<file path="src/rtl/handshake_constant_buffered_pkg.sv">
// Shared definitions for buffered handshake units: occupancy encoding of the
// two-slot elastic buffer and the width of the constant source value.
package handshake_constant_buffered_pkg;

  localparam int CONST_SRC_WIDTH = 32;

  typedef enum logic [1:0] {
    OCC_EMPTY = 2'd0,
    OCC_ONE   = 2'd1,
    OCC_FULL  = 2'd2
  } occ_t;

endpackage

</file>
<file path="src/rtl/handshake_skid_ctrl.sv">
// Valid/ready control of a two-slot skid buffer. There is no data path here;
// both handshake outputs are registered so no input reaches any output combinationally.
module handshake_skid_ctrl
  import handshake_constant_buffered_pkg::*;
(
  input  logic clk,
  input  logic rst,
  input  logic ctrl_valid,
  output logic ctrl_ready,
  output logic outs_valid,
  input  logic outs_ready,
  output logic outs_fire
);

  occ_t occ;
  occ_t occ_next;
  logic ctrl_fire;

  assign ctrl_fire = ctrl_valid & ctrl_ready;
  assign outs_fire = outs_valid & outs_ready;

  // The handshake flops are loaded from the next occupancy, so they always agree with occ.
  always_ff @(posedge clk or negedge rst) begin
    if (!rst) begin
      occ        <= OCC_EMPTY;
      outs_valid <= 1'b0;
      ctrl_ready <= 1'b1;
    end else begin
      occ        <= occ_next;
      outs_valid <= (occ_next != OCC_EMPTY);
      ctrl_ready <= (occ_next != OCC_FULL);
    end
  end

  always_comb begin
    occ_next = occ;
    case (occ)
      OCC_EMPTY: begin
        if (ctrl_fire == 1'b1) occ_next = OCC_ONE;
      end
      OCC_ONE: begin
        if (ctrl_fire == 1'b1 && outs_fire == 1'b0)      occ_next = OCC_FULL;
        else if (ctrl_fire == 1'b0 && outs_fire == 1'b1) occ_next = OCC_EMPTY;
      end
      OCC_FULL: begin
        if (outs_fire == 1'b1) occ_next = OCC_ONE;
      end
      default: occ_next = OCC_EMPTY;
    endcase
  end

endmodule

</file>
<file path="src/rtl/handshake_constant_buffered.sv">
// Constant handshake source behind a two-slot skid buffer: each accepted control
// token emits one CONST_VALUE word on outs; tok_count tallies output transfers.
module handshake_constant_buffered
  import handshake_constant_buffered_pkg::*;
#(
  parameter int                         DATA_WIDTH  = 32,
  parameter logic [CONST_SRC_WIDTH-1:0] CONST_VALUE = 32'd12,
  parameter int                         CNT_WIDTH   = 16
) (
  input  logic                  clk,
  input  logic                  rst,
  input  logic                  ctrl_valid,
  output logic                  ctrl_ready,
  output logic [DATA_WIDTH-1:0] outs,
  output logic                  outs_valid,
  input  logic                  outs_ready,
  output logic [CNT_WIDTH-1:0]  tok_count
);

  logic outs_fire;

  handshake_skid_ctrl u_ctrl (
    .clk        (clk),
    .rst        (rst),
    .ctrl_valid (ctrl_valid),
    .ctrl_ready (ctrl_ready),
    .outs_valid (outs_valid),
    .outs_ready (outs_ready),
    .outs_fire  (outs_fire)
  );

  // Constant is truncated (LSBs kept) or zero-extended to the output width.
  generate
    if (DATA_WIDTH <= CONST_SRC_WIDTH) begin : g_trunc
      assign outs = CONST_VALUE[DATA_WIDTH-1:0];
    end else begin : g_ext
      assign outs = {{(DATA_WIDTH-CONST_SRC_WIDTH){1'b0}}, CONST_VALUE};
    end
  endgenerate

  always_ff @(posedge clk or negedge rst) begin
    if (!rst) tok_count <= '0;
    else if (outs_fire) tok_count <= tok_count + CNT_WIDTH'(1);
  end

endmodule
</file>
<file path="config.mk">
export PLATFORM = sky130hd
export DESIGN_NAME = handshake_constant_buffered
export DESIGN_NICKNAME = d
export VERILOG_FILES = /design/src/rtl/handshake_constant_buffered_pkg.sv /design/src/rtl/handshake_skid_ctrl.sv /design/src/rtl/handshake_constant_buffered.sv
export SDC_FILE = /design/constraint.sdc
export NUM_CORES = 1
export LEC_CHECK = 0
export ABC_AREA = 1
export CAP_MARGIN = 40
export CORE_ASPECT_RATIO = 1.25
export CORE_MARGIN = 2
export CORE_UTILIZATION = 35
export DETAILED_ROUTE_END_ITERATION = 12
export GPL_TIMING_DRIVEN = 0
export PLACE_DENSITY = 0.69
export SYNTH_ARGS = -nofsm -noshare
export SYNTH_HDL_FRONTEND = slang
export SYNTH_SLANG_ARGS = --single-unit
export TNS_END_PERCENT = 10
</file>
<file path="constraint.sdc">
create_clock -name clk -period 1.5 [get_ports clk]
set_clock_uncertainty 0.05 [all_clocks]
set_input_delay 0.225 -clock clk [delete_from_list [all_inputs] [get_ports clk]]
set_output_delay 0.225 -clock clk [all_outputs]
set_load 0.05 [all_outputs]
</file>
==> results.toml <==
[clock_tree]
insertion_delay_ps = 250
cts.sinks = 20
cts_tree = "done"
clk_pin_slew_ps = 70
h-tree-depth = 1
cts_max_path_buffers = 2
cts_root_buf = "clkbuf_8"
cts_setup_buffers = 0
cts_made_buffers = 3

[sta]
fmax_mhz = 684
finalCritPeriodShare = 0.974
post-route-worst-setup-slack_ps = 38.4
setup_viol = 0
rsz0062_at_grt = "no"
final-hold-violation-count = 0
drv_slew = 0
final.min_clock_period_ps = 1460

[synth]
synth_cells = 146
synth_largest_area_cell = "dfrtp_1"
yosys-top-cells-count = "32 x buf_4, 30 x nand2_1, 19 x dfrtp_1"
synth_warnings = 0
synthMostInstantiatedCell = "buf_4"
ys_seq_elements = 20
synth_edf_count = 0
seq_area_frac_synth = 0.413
synth_cell_type_count = 19
async_flop_share = 1.00
synth_area_leaders = "dfrtp_1 39%, buf_4 20%, nand2_1 9.3%"
synth_top_area_share = 0.391
avgSynthCellArea_sq_um = 8.33
synth-main-ff-cell = "dfrtp_1"
netlist_area_sq_um = 1220

[global_route]
overflow = 0
antenna_found_initial = 0
grt_start_max_net_pins = 12
track_usage = 0.112
grt_pass1_vias = 862
grt_pass1_wl_microns = 3570

[power]
ir_worst_vdd_mv = 1.13
p_clk_frac = 0.171
p_sw_frac = 0.479
powerDensity_nw_per_um2 = 1450
combPwrFrac = 0.474
intPower_uw = 1230
p_sw_uw = 1130
leakagePower_uw = 0.000891
power_frac_seq = 0.354

[critical_path]
crit_chain = "dlygate4sd2_1"
cp-start-kind = "register"
required_ps = 1220
worstSetupPathType = "register to primary output"
path_max_fanout = 4
slowest_delay_ps = 540
worstPathArrival_ps = 1190
crit_slowest_cell = "dlygate4sd2_1"
crit_buf_inv = 1
crit_family = "buffers and inverters"
worst_setup_path_end_kind = "primary output"

[die]
fp-row-count = 23
fp.dieArea_sq_um = 3970
core_sq_um = 3250
ios = 54
die_y_microns = 69.9
start_util = 0.374
fp.dieW_microns = 56.7

[drt]
drt_iter0_markers = 2
wl_microns = 2140
post-route-drc-count = 0
wl_per_cell_microns = 8.95
drt-vias-per-instance = 3.94
dr.pass1.iters = 2
drt.antenna.violating_nets = 0
vias = 941

[flow_run]
cap_violations = 0

[final_layout]
fill_cells = 336
final_nets = 208
area.growth.synth_to_final_pct = 34.1
antenna_cells = 0
final_layout_size_suffix_gt1_frac = 0.297
design_area_sq_um = 1630

[placed_design]
port_buffers = 21
placed_area_sq_um = 1600
place_congestion = 0.804
dp_hpwl_microns = 1710
dp_slack_ps = -114

[run_status]
status = "finished, final reports clean"

[min_path]
min_path_type = "input port to asynchronous set/reset pin"
==> flip-flops by register name (all words and copies together), names as in the netlist <==
signal and cells:
u_ctrl.ctrl_ready 1, tok_count 16, u_ctrl.outs_valid 1, u_ctrl.occ 2
==> routing by layer <==
metal  vias up  share of wire  global-route usage
met4         0         0.0065              0.0476
li1        489              -                   -
met2        30           0.53               0.204
met5         -              0                   0
met3         2          0.072              0.0204
met1       420           0.39               0.125
==> kinds of logic (layout without fill, tap and decap cells) <==
family / after synthesis / count (layout) / synth area share
fa+ha+maj: 1 / 1 / 0.0103
buf+inv: 46 / 72 / 0.241
simple gates: 62 / 62 / 0.229
flops: 20 / 20 / 0.413
other cells: 2 / 32 / 0.00618
xor+xnor: 12 / 12 / 0.0864
compound gates: 3 / 3 / 0.0144
==> power by group through the flow <==
stage          clock network, uW  registers (uW)  logic [uW]
2_1_floorplan                  0            1180         532
3_3_place_gp                   0             846        1160
3_5_place_dp                   0             845        1190
4_1_cts                      418             836        1140
5_1_grt                      443             861        1210
6_report                     404             836        1120
==> stage by stage <==
step | total power, uW | hold WS, ps | cells | utilization | TNS, ps
floorplan | 1720 | -121 | 176 | - | 0
global placement | 2010 | 437 | 234 | 0.490 | -512
detailed placement | 2030 | 439 | 235 | 0.493 | -556
CTS | 2390 | 247 | 239 | 0.506 | 0
global route | 2510 | 275 | 239 | 0.501 | 0
finish | 2360 | 241 | 239 | 0.501 | 0
==> worst paths after layout <==
check,startpoint,cells after the start,endpoint,slack (ps)
hold / removal,rst,1,tok_count[3]$_DFFE_PN0P_,240
hold reg to reg,tok_count[6]$_DFFE_PN0P_,1,tok_count[6]$_DFFE_PN0P_,450
setup reg to reg,u_ctrl.outs_valid$_DFF_PN0_,5,u_ctrl.outs_valid$_DFF_PN0_,150
setup / recovery,tok_count[13]$_DFFE_PN0P_,1,tok_count[13],40
min in group clk,tok_count[6]$_DFFE_PN0P_,1,tok_count[6]$_DFFE_PN0P_,450
max in group asynchronous,rst,2,tok_count[6]$_DFFE_PN0P_,690
==> cell usage in the layout, fill, tap and decap left out, types with 2 or more instances in the layout <==
| master | netlist | layout |
|---|---|---|
| clkdlybuf4s15_2 | 0 | 2 |
| dfrtp_1 | 19 | 13 |
| clkdlybuf4s15_1 | 0 | 3 |
| nor2_2 | 3 | 2 |
| dfrtp_2 | 0 | 6 |
| xnor2_1 | 2 | 2 |
| nand4_1 | 2 | 2 |
| conb_1 | 2 | 32 |
| clkbuf_8 | 0 | 4 |
| clkdlybuf4s50_1 | 0 | 3 |
| nor2_1 | 16 | 16 |
| xor2_1 | 10 | 10 |
| clkbuf_2 | 0 | 6 |
| nand2_2 | 2 | 3 |
| nand2_1 | 30 | 29 |
| nand3_1 | 5 | 5 |
| inv_1 | 14 | 14 |
| buf_4 | 32 | 32 |
| nand3b_1 | 2 | 2 |
| nor2_4 | 2 | 3 |
| dlygate4sd2_1 | 0 | 7 |
==> cell type report <==
cell class / count / area [sq um] / share of cell area
tap: 37 / 46.3 / 0.0284
clock buffer: 4 / 55.1 / 0.0338
timing repair buffer: 22 / 185 / 0.114
sequential: 20 / 509 / 0.312
multi-input combinational: 110 / 542 / 0.332
inverter: 14 / 52.6 / 0.0322
buffer: 32 / 240 / 0.147
==> repair_timing <==
action | CTS | global route
setup endpoints to repair | 18 | 10
gates resized for setup | 26 | 13
hold buffers | 0 | 0
(Power assumes the default switching activity.)
